===== config.mk =====
export PLATFORM = sky130hd
export DESIGN_NAME = i_prefetch_flat
export DESIGN_NICKNAME = d
export VERILOG_FILES = /design/src/rtl/i_prefetch_pkg.sv /design/src/rtl/i_prefetch_if.sv /design/src/rtl/i_prefetch_fifo.sv /design/src/rtl/i_prefetch.sv /design/src/flat_wrapper.sv
export SDC_FILE = /design/constraint.sdc
export NUM_CORES = 1
export LEC_CHECK = 0
export CAP_MARGIN = 10
export CORE_MARGIN = 4
export CORE_UTILIZATION = 49
export CTS_CLUSTER_DIAMETER = 60
export DETAILED_ROUTE_END_ITERATION = 8
export PLACE_DENSITY = 0.86
export SLEW_MARGIN = 0
export SYNTH_ARGS = -nofsm -noshare
export SYNTH_HDL_FRONTEND = slang
export SYNTH_SLANG_ARGS = --single-unit

===== constraint.sdc =====
create_clock -name clk -period 2.11 [get_ports clk]
set_clock_uncertainty 0.05 [all_clocks]
set_input_delay 0.5275 -clock clk [delete_from_list [all_inputs] [get_ports clk]]
set_output_delay 0.5275 -clock clk [all_outputs]
set_load 0.02 [all_outputs]

===== src/rtl/i_prefetch_pkg.sv =====
// Shared definitions for the instruction prefetch controller: FSM state
// encoding and the width of one buffered FIFO entry ({address, opcode}).
package i_prefetch_pkg;

  localparam logic [1:0] ST_IDLE  = 2'd0;
  localparam logic [1:0] ST_FETCH = 2'd1;
  localparam logic [1:0] ST_GAP   = 2'd2;

  typedef enum logic [1:0] {
    S_IDLE  = ST_IDLE,
    S_FETCH = ST_FETCH,
    S_GAP   = ST_GAP
  } state_e;

  // One FIFO entry carries the opcode address above the 8-bit opcode.
  function automatic int entry_width(input int addr_width);
    return addr_width + 8;
  endfunction

endpackage


===== src/rtl/i_prefetch_if.sv =====
// Bus bundle for the prefetch controller: CPU pop/jump port and the
// instruction-memory req/ack read port. "master" is the prefetcher view,
// "slave" is the view of the CPU + memory side it talks to.
interface i_prefetch_if #(
  parameter int i_addr_width = 16
);
  logic                    c_req;
  logic                    c_ack;
  logic [7:0]              c_rdata;
  logic [i_addr_width-1:0] c_pc;
  logic                    c_jump;
  logic [i_addr_width-1:0] c_jump_addr;
  logic                    i_req;
  logic [i_addr_width-1:0] i_addr;
  logic                    i_ack;
  logic [7:0]              i_rdata;

  modport master (
    input  c_req, c_jump, c_jump_addr, i_ack, i_rdata,
    output c_ack, c_rdata, c_pc, i_req, i_addr
  );

  modport slave (
    output c_req, c_jump, c_jump_addr, i_ack, i_rdata,
    input  c_ack, c_rdata, c_pc, i_req, i_addr
  );
endinterface


===== src/rtl/i_prefetch_fifo.sv =====
// Small synchronous FIFO holding prefetched {address, opcode} entries.
// Head entry is read combinationally so a pushed byte is visible the next
// cycle; head reads as zero while empty. Flush beats push and pop.
module i_prefetch_fifo
  import i_prefetch_pkg::*;
#(
  parameter int width = entry_width(16),
  parameter int depth = 4
) (
  input  logic                     clk,
  input  logic                     rst_n,
  input  logic                     flush_i,
  input  logic                     push_i,
  input  logic                     pop_i,
  input  logic [width-1:0]         wdata_i,
  output logic [width-1:0]         rdata_o,
  output logic                     empty_o,
  output logic                     full_o,
  output logic [$clog2(depth):0]   count_o
);
  localparam int PW = $clog2(depth);
  localparam int CW = PW + 1;

  logic [width-1:0] mem_q [depth];
  logic [PW-1:0]    wr_ptr_q;
  logic [PW-1:0]    rd_ptr_q;
  logic [CW-1:0]    count_q;
  logic             do_push;
  logic             do_pop;

  assign empty_o = (count_q == '0);
  assign full_o  = (count_q == CW'(depth));
  assign count_o = count_q;
  assign do_push = push_i & ~full_o;
  assign do_pop  = pop_i & ~empty_o;
  assign rdata_o = empty_o ? '0 : mem_q[rd_ptr_q];

  // Pointer and occupancy bookkeeping; flush empties the buffer outright.
  always_ff @(posedge clk or negedge rst_n) begin
    if (!rst_n) begin
      wr_ptr_q <= '0;
      rd_ptr_q <= '0;
      count_q  <= '0;
    end else if (flush_i) begin
      wr_ptr_q <= '0;
      rd_ptr_q <= '0;
      count_q  <= '0;
    end else begin
      if (do_push) wr_ptr_q <= wr_ptr_q + 1'b1;
      if (do_pop)  rd_ptr_q <= rd_ptr_q + 1'b1;
      case ({do_push, do_pop})
        2'b10:   count_q <= count_q + 1'b1;
        2'b01:   count_q <= count_q - 1'b1;
        default: count_q <= count_q;
      endcase
    end
  end

  // Entry storage; contents need no reset because the head is masked when empty.
  always_ff @(posedge clk) begin
    if (do_push && !flush_i) mem_q[wr_ptr_q] <= wdata_i;
  end

endmodule


===== src/rtl/i_prefetch.sv =====
// Instruction prefetch controller: issues single-byte sequential reads to
// the instruction memory (one outstanding, with a one-cycle request gap so
// the memory's ready flag clears), buffers opcodes in a FIFO and hands them
// to the CPU. A CPU jump flushes the buffer and restarts at the target.
// Optional build macro I_PREFETCH_WRAP_EN: fetch address wraps from
// i_mem_length-1 back to 0 instead of stopping at the end of the program.
module i_prefetch
  import i_prefetch_pkg::*;
#(
  parameter int i_addr_width = 16,
  parameter int i_mem_length = 256,
  parameter int depth        = 4
) (
  input  logic          clk,
  input  logic          rst_n,
  i_prefetch_if.master  bus
);
  localparam int EW  = entry_width(i_addr_width);
  localparam int AW1 = i_addr_width + 1;
  localparam int CW  = $clog2(depth) + 1;
  // One extra address bit so "fetch_addr == i_mem_length" is representable
  // even when the program fills the whole address space.
  localparam logic [AW1-1:0] MEM_LEN  = AW1'(i_mem_length);
  localparam logic [AW1-1:0] MEM_LAST = AW1'(i_mem_length - 1);

  state_e           state_q, state_d;
  logic [AW1-1:0]   fetch_addr_q, fetch_addr_d;
  logic [AW1-1:0]   next_addr;
  logic             can_fetch;
  logic             push;
  logic             pop;
  logic [EW-1:0]    head;
  logic             fifo_empty;
  logic             fifo_full;
  logic [CW-1:0]    fifo_count;

`ifdef I_PREFETCH_WRAP_EN
  assign next_addr = (fetch_addr_q == MEM_LAST) ? '0 : fetch_addr_q + 1'b1;
`else
  assign next_addr = fetch_addr_q + 1'b1;
`endif

  // Room for one more byte and still inside the program image.
  assign can_fetch = (fifo_count < CW'(depth)) && (fetch_addr_q < MEM_LEN);

  // Next-state logic: single outstanding read, jump overrides everything.
  always_comb begin
    state_d      = state_q;
    fetch_addr_d = fetch_addr_q;
    push         = 1'b0;
    case (state_q)
      S_IDLE:  if (can_fetch) state_d = S_FETCH;
      S_FETCH: begin
        if (bus.i_ack) begin
          push         = ~fifo_full;
          fetch_addr_d = next_addr;
          state_d      = S_GAP;
        end
      end
      S_GAP:   state_d = can_fetch ? S_FETCH : S_IDLE;
      default: state_d = S_IDLE;
    endcase
    if (bus.c_jump) begin
      state_d      = S_GAP;
      fetch_addr_d = {1'b0, bus.c_jump_addr};
      push         = 1'b0;
    end
  end

  // State and fetch-address registers.
  always_ff @(posedge clk or negedge rst_n) begin
    if (!rst_n) begin
      state_q      <= S_IDLE;
      fetch_addr_q <= '0;
    end else begin
      state_q      <= state_d;
      fetch_addr_q <= fetch_addr_d;
    end
  end

  assign bus.i_req   = (state_q == S_FETCH);
  assign bus.i_addr  = bus.i_req ? fetch_addr_q[i_addr_width-1:0] : '0;

  assign pop         = bus.c_req & ~fifo_empty & ~bus.c_jump;
  assign bus.c_ack   = pop;
  assign bus.c_rdata = head[7:0];
  assign bus.c_pc    = head[EW-1:8];

  i_prefetch_fifo #(
    .width (EW),
    .depth (depth)
  ) u_fifo (
    .clk     (clk),
    .rst_n   (rst_n),
    .flush_i (bus.c_jump),
    .push_i  (push),
    .pop_i   (pop),
    .wdata_i ({fetch_addr_q[i_addr_width-1:0], bus.i_rdata}),
    .rdata_o (head),
    .empty_o (fifo_empty),
    .full_o  (fifo_full),
    .count_o (fifo_count)
  );

endmodule


===== src/flat_wrapper.sv =====
// flat-port wrapper written by rule: the top's interface ports become plain ports
module i_prefetch_flat import i_prefetch_pkg::*;
#(
  parameter int i_addr_width = 16,
  parameter int i_mem_length = 256,
  parameter int depth        = 4
)
  (clk, rst_n, bus_c_req, bus_c_jump, bus_c_jump_addr, bus_i_ack, bus_i_rdata, bus_c_ack, bus_c_rdata, bus_c_pc, bus_i_req, bus_i_addr);
  i_prefetch_if #(.i_addr_width(i_addr_width)) bus_i ();
  input  logic clk;
  input  logic rst_n;
  input wire logic [$bits(bus_i.c_req)-1:0] bus_c_req;
  input wire logic [$bits(bus_i.c_jump)-1:0] bus_c_jump;
  input wire logic [$bits(bus_i.c_jump_addr)-1:0] bus_c_jump_addr;
  input wire logic [$bits(bus_i.i_ack)-1:0] bus_i_ack;
  input wire logic [$bits(bus_i.i_rdata)-1:0] bus_i_rdata;
  output wire logic [$bits(bus_i.c_ack)-1:0] bus_c_ack;
  output wire logic [$bits(bus_i.c_rdata)-1:0] bus_c_rdata;
  output wire logic [$bits(bus_i.c_pc)-1:0] bus_c_pc;
  output wire logic [$bits(bus_i.i_req)-1:0] bus_i_req;
  output wire logic [$bits(bus_i.i_addr)-1:0] bus_i_addr;
  assign bus_i.c_req = bus_c_req;
  assign bus_i.c_jump = bus_c_jump;
  assign bus_i.c_jump_addr = bus_c_jump_addr;
  assign bus_i.i_ack = bus_i_ack;
  assign bus_i.i_rdata = bus_i_rdata;
  assign bus_c_ack = bus_i.c_ack;
  assign bus_c_rdata = bus_i.c_rdata;
  assign bus_c_pc = bus_i.c_pc;
  assign bus_i_req = bus_i.i_req;
  assign bus_i_addr = bus_i.i_addr;
  i_prefetch #(.i_addr_width(i_addr_width), .i_mem_length(i_mem_length), .depth(depth)) u_core (.clk(clk), .rst_n(rst_n), .bus(bus_i));
endmodule

* Word-level counts from Yosys, hierarchy flattened *
Memory sizes are Yosys's and may differ from the RTL's.
Index checks and enable logic that the tools add are counted.

cells by class
  $add $sub $neg = 5
  magnitude comparators = 2
  eq/ne operators = 7
  mux-type cells = 21
  bitwise operators = 7
  reduce and logical (&&, ||, !) cells = 12

operators with widths
  operator                                                     count
  2-to-1 mux 17 bit                                            3
  2-to-1 mux 24 bit                                            1
  adder 17 x 1 -> 17 bit, second input constant                1
  less-than comparator 17 x 9 -> 1 bit, second input constant  1
  2-to-1 mux 16 bit                                            1
  2-to-1 mux 2 bit                                             7
  nonzero test 2 bit                                           4
  2-to-1 mux 1 bit                                             6
  case mux 2 bit (3 select lines)                              1
  case mux 3 bit (2 select lines)                              1
  adder 2 x 1 -> 2 bit, second input constant                  2
  AND 1 bit                                                    4
  == test 2 x 1 -> 1 bit, second input constant                2
  == test 2 bit, second input constant                         2
  AND reduction 2 bit                                          2
  adder 3 x 1 -> 3 bit, second input constant                  1
  == test 3 bit, second input constant                         1
  zero test 3 bit                                              1
  less-than comparator 3 bit, second input constant            1
  2-to-1 mux 3 bit                                             1
  != test 3 x 2 -> 1 bit, second input constant                1
  != test 3 bit, second input constant                         1
  NOT 1 bit                                                    3
  nonzero test 3 bit                                           1
  4 further kinds                                              5

word-level totals
  register bits after elaboration = 26
  RAM bits = 96
  input bits = 29
  output and inout port bits = 42
  word-level logic and storage cells = 60
  memories kept = 1

memory list
  memory               words  bits a word  rd ports  clocked after Yosys merged registers in  write ports  line                   RTL
  u_core.u_fifo.mem_q  4      24           1         0                                        1            i_prefetch_fifo.sv:24  logic [width-1:0] mem_q [depth];

* Logic depth before layout (Yosys ltp) *
  word-level depth = 9
  depth in mapped cells = 8
  mapped depth without buffers = 7

* Cells and area by module *
Synthesis repeated with hierarchy kept, for this count alone.

unflattened totals
  cell total of the unflattened synthesis = 356
  area total of the unflattened synthesis = 5425.2 sq um

by module, submodules not included
  module           instances  cells an instance  area each (sq um)  seq. area each (sq um)
  i_prefetch_fifo  1          219                4212.8             3057.9
  i_prefetch       1          137                1212.4             475.5

* Worst setup path after synthesis *
No wires, ideal clock.

  path type = input port to flip-flop
  start point = input bus_i_ack
  end point = memory u_core.u_fifo.mem_q[1][0] (netlist bit) (enable)
  library setup time = 0.383 ns
  arrival = 1.721 ns
  data required time = 1.677 ns
  path slack = -0.044 ns
  cell stages on the path = 3
  path buffers = 0
  path through = nand3b_4 -> a211oi_4 -> and2_1

between the ends
  longest elaborated chain between the ends = 7

ends and longest elaborated chain
  item                                    line                   RTL
  from (decl)                             flat_wrapper.sv:15     input wire logic [$bits(bus_i.i_ack)-1:0] bus_i_ack;
  2-to-1 mux 1 bit                        i_prefetch.sv:54       if (bus.i_ack) begin
  2-to-1 mux 1 bit                        i_prefetch.sv:51       case (state_q)
  2-to-1 mux 1 bit                        i_prefetch.sv:63       if (bus.c_jump) begin
  AND 1 bit                               i_prefetch_fifo.sv:34  assign do_push = push_i & ~full_o;
  logical AND 1 bit                       i_prefetch_fifo.sv:61  if (do_push && !flush_i) mem_q[wr_ptr_q] <= wdata_i;
  2-to-1 mux 1 bit                        i_prefetch_fifo.sv:61
  2-to-1 mux 1 bit (not written as such)  i_prefetch_fifo.sv:61
  to (decl)                               i_prefetch_fifo.sv:24

No other way between the ends.

* Worst setup path in the final report *
  start point = register u_core.u_fifo.rd_ptr_q[0]
  end point = output bus_c_pc[14]

between the ends
  longest elaborated chain between the ends = 2

ends and longest elaborated chain
  item                      line                   RTL
  from (decl)               i_prefetch_fifo.sv:26  logic [PW-1:0] rd_ptr_q;
  from (signal assigned)    i_prefetch_fifo.sv:50  if (do_pop) rd_ptr_q <= rd_ptr_q + 1'b1;
  memory read (4 x 24 bit)  n/a
  2-to-1 mux 24 bit         i_prefetch_fifo.sv:36  assign rdata_o = empty_o ? '0 : mem_q[rd_ptr_q];
  to (decl)                 flat_wrapper.sv:19     output wire logic [$bits(bus_i.c_pc)-1:0] bus_c_pc;

No other way between the ends.

==> impl_metrics.prom <==
# TYPE chip_impl_metric gauge
chip_impl_metric{name="worstPathRequired",unit="ns"} 1.53
chip_impl_metric{name="comb_power_share",unit="%"} 5.5
chip_impl_info{name="worst_path_max_delay_cell",value="sky130_fd_sc_hd__mux4_2"} 1
chip_impl_metric{name="swShare",unit="%"} 21.9
chip_impl_info{name="most_used_flip_flop_cell_after_synthesis",value="sky130_fd_sc_hd__edfxtp_1"} 1
chip_impl_metric{name="static-leakage-power",unit="µW"} 0.00279
chip_impl_metric{name="post-route-period-util",unit="%"} 121
chip_impl_metric{name="detailroute.via_count",unit=""} 3677
chip_impl_metric{name="final_cells",unit=""} 621
chip_impl_metric{name="yosys_warnings",unit=""} 0
chip_impl_metric{name="number_of_cts_inserted_buffers",unit=""} 17
chip_impl_metric{name="pin_count",unit=""} 71
chip_impl_metric{name="place_area",unit="mm²"} 0.00667
chip_impl_metric{name="drt_iter0_markers",unit=""} 445
chip_impl_metric{name="worst_skew_pair.late_latency",unit="ns"} 0.52
chip_impl_metric{name="die_width",unit="µm"} 112
chip_impl_info{name="rsz_0062_raised_after_global_routing",value="true"} 1
chip_impl_metric{name="gr-usage-met3",unit="%"} 5.28
chip_impl_metric{name="clock_sinks",unit=""} 122
chip_impl_metric{name="timing.final.setup_violations",unit=""} 28
chip_impl_metric{name="min_period",unit="ns"} 2.56
chip_impl_metric{name="final_util",unit="%"} 71.2
chip_impl_metric{name="drive_above_1_share",unit="%"} 41.4
chip_impl_metric{name="post_layout_nets",unit=""} 507
chip_impl_metric{name="syn_inst",unit=""} 343
chip_impl_metric{name="post_synth_num_cell_types",unit=""} 42
chip_impl_metric{name="grt_max_degree",unit=""} 49
chip_impl_info{name="reg2reg_to",value="u_core.u_fifo.count_o[2]"} 1
chip_impl_metric{name="dpl.hpwl",unit="µm"} 8330
chip_impl_info{name="crit_path_end_kind",value="output port"} 1
chip_impl_metric{name="net-switching-power",unit="µW"} 1280
chip_impl_metric{name="route.detailed.wl_per_inst",unit="µm"} 23.0
chip_impl_metric{name="cpPeakStageDelay",unit="ns"} 0.49
chip_impl_metric{name="synth_sequential_area_ratio",unit="%"} 66.5
chip_impl_metric{name="mappedNetlistArea",unit="mm²"} 0.00532
chip_impl_metric{name="avgSynthCellArea",unit="µm²"} 15.5
chip_impl_metric{name="setup.reg_to_reg.worst_slack",unit="ns"} -0.09
chip_impl_metric{name="placementRows",unit=""} 37
chip_impl_info{name="final_cell_mix",value="96 x sky130_fd_sc_hd__edfxtp_1, 56 x sky130_fd_sc_hd__buf_4, 28 x sky130_fd_sc_hd__clkdlybuf4s50_1, 25 x sky130_fd_sc_hd__dfrtp_1, 24 x sky130_fd_sc_hd__mux4_2"} 1
chip_impl_metric{name="area.growth.synth_to_final",unit="%"} 40.1
chip_impl_info{name="clock_tree_from_tritoncts",value="built"} 1
chip_impl_metric{name="initial_antenna_violation_count",unit=""} 0
chip_impl_metric{name="via_per_inst",unit=""} 5.92
chip_impl_metric{name="cell_internal_pwr",unit="µW"} 4580
chip_impl_metric{name="report.final.slew_viol_count",unit=""} 0
chip_impl_metric{name="core_ar",unit="mm²"} 0.0105
chip_impl_metric{name="drcViolationCount",unit=""} 0
chip_impl_info{name="status",value="finished with violations"} 1
chip_impl_metric{name="route.final.wire_length",unit="µm"} 14300
chip_impl_info{name="synth_area_leader_cell",value="sky130_fd_sc_hd__edfxtp_1"} 1
chip_impl_info{name="hold_path_class",value="input port to asynchronous set/reset pin"} 1
chip_impl_metric{name="dp_slack",unit="ns"} -0.479
chip_impl_metric{name="die-area",unit="mm²"} 0.0126
chip_impl_metric{name="worst-r2r-cell-count",unit=""} 8
chip_impl_info{name="cts-root-buf",value="sky130_fd_sc_hd__clkbuf_8"} 1
chip_impl_metric{name="grt_pass1_wl",unit="µm"} 21800
chip_impl_metric{name="place_congestion",unit=""} 0.840
chip_impl_metric{name="antenna_left",unit=""} 0
chip_impl_info{name="mostFrequentLayoutCell",value="sky130_fd_sc_hd__edfxtp_1"} 1
chip_impl_metric{name="synth.net_count",unit=""} 378
chip_impl_metric{name="port_buffers",unit=""} 70
chip_impl_info{name="grt_most_used_layer",value="met2"} 1
chip_impl_metric{name="synthArstFlopShare",unit="%"} 21.3
chip_impl_metric{name="drt_first_pass_iters",unit=""} 5
chip_impl_metric{name="report.final.hold_viol_count",unit=""} 0
chip_impl_info{name="cp_cell_sequence",value="buf_6, mux4_2, nor2b_2, buf_4"} 1
chip_impl_metric{name="grt_pass1_vias",unit=""} 3822
chip_impl_info{name="startpoint_type",value="flip-flop"} 1
chip_impl_metric{name="worst_setup_slack_after_layout",unit="ns"} -0.450
chip_impl_metric{name="yosys_register_bits",unit=""} 122
chip_impl_metric{name="globalRouteOverflowTotal",unit=""} 0
chip_impl_info{name="crit_type",value="flip-flop to output port"} 1
chip_impl_metric{name="layout.filler_cells",unit=""} 588
chip_impl_metric{name="max_slew_margin",unit="%"} 53.7
chip_impl_metric{name="yosysTopAreaCellShare",unit="%"} 54.2
chip_impl_metric{name="final_design_area_no_fill",unit="mm²"} 0.00745
chip_impl_metric{name="global_routing_met1_resource_utilization",unit="%"} 26.6
chip_impl_metric{name="die_h",unit="µm"} 112
chip_impl_metric{name="worst_ep_arrival_time",unit="ns"} 1.98
chip_impl_metric{name="placed_instances",unit=""} 584
chip_impl_metric{name="clock_power_share",unit="%"} 48.9
chip_impl_metric{name="clock.fmax",unit="MHz"} 391
chip_impl_info{name="ys_top_cells_by_area",value="sky130_fd_sc_hd__edfxtp_1 54%, sky130_fd_sc_hd__dfrtp_1 12%, sky130_fd_sc_hd__mux4_2 10%"} 1
chip_impl_metric{name="start_util",unit="%"} 50.8
chip_impl_metric{name="vdd_ir_drop_max",unit="mV"} 0.658
chip_impl_metric{name="max_fanout_on_critical_path",unit=""} 4
chip_impl_info{name="violations",value="negative setup slack"} 1
chip_impl_metric{name="clock_path_buffers",unit=""} 2
chip_impl_metric{name="worst_pin_slew",unit="ns"} 0.687
chip_impl_metric{name="count_of_flip_flops_with_a_built_in_enable_after_synthesis",unit=""} 96
chip_impl_metric{name="antenna_diode_count",unit=""} 0
chip_impl_metric{name="power.share.sequential",unit="%"} 45.6
chip_impl_metric{name="pwr_density_cell",unit="mW/mm²"} 787
chip_impl_metric{name="fin_total_pwr",unit="µW"} 5870
chip_impl_metric{name="global_route.usage.met2",unit="%"} 39.2
chip_impl_metric{name="ctsHtreeMaxLevel",unit=""} 4
chip_impl_metric{name="grt_util_overall",unit="%"} 22.8
chip_impl_metric{name="cts.reportedPaths.clkPinSlew",unit="ns"} 0.06
chip_impl_metric{name="max_cap_violations",unit=""} 0
chip_impl_info{name="r2r-start",value="u_core.state_q[1]"} 1
sequential cells by signal, summed over array words and instances (netlist names):
signal                  count
u_core.u_fifo.rd_ptr_q      2
u_core.u_fifo.count_o       3
u_core.fetch_addr_q        17
u_core.u_fifo.mem_q        96
u_core.u_fifo.wr_ptr_q      2
u_core.state_q              2
cell usage after synthesis (2+ instances only):
| cell type | n |
|---|---|
| sky130_fd_sc_hd__ha_1 | 5 |
| sky130_fd_sc_hd__nor4_1 | 6 |
| sky130_fd_sc_hd__mux2i_1 | 5 |
| sky130_fd_sc_hd__nor2_1 | 19 |
| sky130_fd_sc_hd__a31oi_1 | 2 |
| sky130_fd_sc_hd__clkbuf_1 | 12 |
| sky130_fd_sc_hd__edfxtp_1 | 96 |
| sky130_fd_sc_hd__nand3_1 | 5 |
| sky130_fd_sc_hd__xnor2_1 | 9 |
| sky130_fd_sc_hd__and2_1 | 18 |
| sky130_fd_sc_hd__inv_1 | 6 |
| sky130_fd_sc_hd__nand2b_1 | 6 |
| sky130_fd_sc_hd__mux4_2 | 24 |
| sky130_fd_sc_hd__nand2_1 | 20 |
| sky130_fd_sc_hd__buf_2 | 4 |
| sky130_fd_sc_hd__nand4_1 | 5 |
| sky130_fd_sc_hd__nor3_1 | 7 |
| sky130_fd_sc_hd__xor2_1 | 5 |
| sky130_fd_sc_hd__dfrtp_1 | 26 |
| sky130_fd_sc_hd__a22oi_1 | 2 |
| sky130_fd_sc_hd__o21ai_0 | 14 |
| sky130_fd_sc_hd__nor2b_1 | 27 |
metal layers:
metal / wire length [µm] / vias up
li1: - / 1547
met1: 5270 / 1845
met2: 7350 / 230
met3: 1010 / 55
met4: 637 / 0
met5: 0 / -
cells by family (layout without fill, tap and decap cells):
logic type | Yosys count | count (layout) | share of synthesized area (%)
AOI/OAI and AO/OA | 25 | 25 | 3.08
adders and majority gates | 6 | 6 | 1.55
muxes | 31 | 31 | 11.5
DFF | 122 | 122 | 66.5
buffers and inverters | 24 | 166 | 1.81
and+or+nand+nor | 120 | 120 | 12.9
xor gates and xnor gates | 15 | 15 | 2.61
final cells by class:
cell class / count / area (µm²) / share of cell area [%]
Clock buffer: 17 / 414 / 5.56
Clock inverter: 15 / 174 / 2.33
Inverter: 6 / 30.0 / 0.403
Multi-Input combinational cell: 197 / 1890 / 25.4
Sequential cell: 122 / 3530 / 47.4
Tap cell: 136 / 170 / 2.28
Timing Repair Buffer: 128 / 1240 / 16.6
worst max-delay path by stage:
| stage | start | endpoint | slack (ns) | depth (start not counted) |
|---|---|---|---|---|
| CTS | u_core.u_fifo.rd_ptr_q[0] | bus_c_pc[8] | -0.50 | 5 |
| global route | u_core.u_fifo.rd_ptr_q[0] | bus_c_pc[0] | -0.49 | 4 |
| finish | u_core.u_fifo.rd_ptr_q[0] | bus_c_pc[14] | -0.45 | 4 |
| global placement | bus_i_ack | u_core.u_fifo.count_o[2] | -0.40 | 8 |
| floorplan | u_core.u_fifo.rd_ptr_q[0] | bus_c_pc[10] | -0.0007 | 4 |
| detailed placement | bus_i_ack | u_core.u_fifo.count_o[2] | -0.48 | 8 |
stage by stage:
stage | setup TNS, ns | hold slack (ns)
2_1_floorplan | -0.00527 | 0.182
3_3_place_gp | -30.09 | 0.537
3_5_place_dp | -33.29 | 0.544
4_1_cts | -10.76 | 0.343
5_1_grt | -11.88 | 0.367
6_report | -10.35 | 0.343
what timing repair did:
| item | CTS | global route |
|---|---|---|
| gates cloned | 1 | 0 |
| setup endpoints to repair | 43 | 44 |
| hold buffers | 0 | 0 |
| setup buffers | 4 | 3 |
| resized for setup | 199 | 74 |
| pin swaps | 2 | 8 |
power by group through the flow:
stage	Sequential [µW]	Combinational (µW)	Clock, µW
6_report	2670	323	2870
5_1_grt	2680	345	3030
4_1_cts	2670	308	2880
3_5_place_dp	2720	300	0
3_3_place_gp	2720	284	0
2_1_floorplan	2740	92.4	0
critical path: cells and delay by family, from the launching register on:
| family | cells | cell delay, ns |
|---|---|---|
| buffers and inverters | 2 | 0.31 |
| muxes | 1 | 0.49 |
| DFF | 1 | 0.47 |
| and+or+nand+nor | 1 | 0.18 |
(Power assumes the default switching activity.)
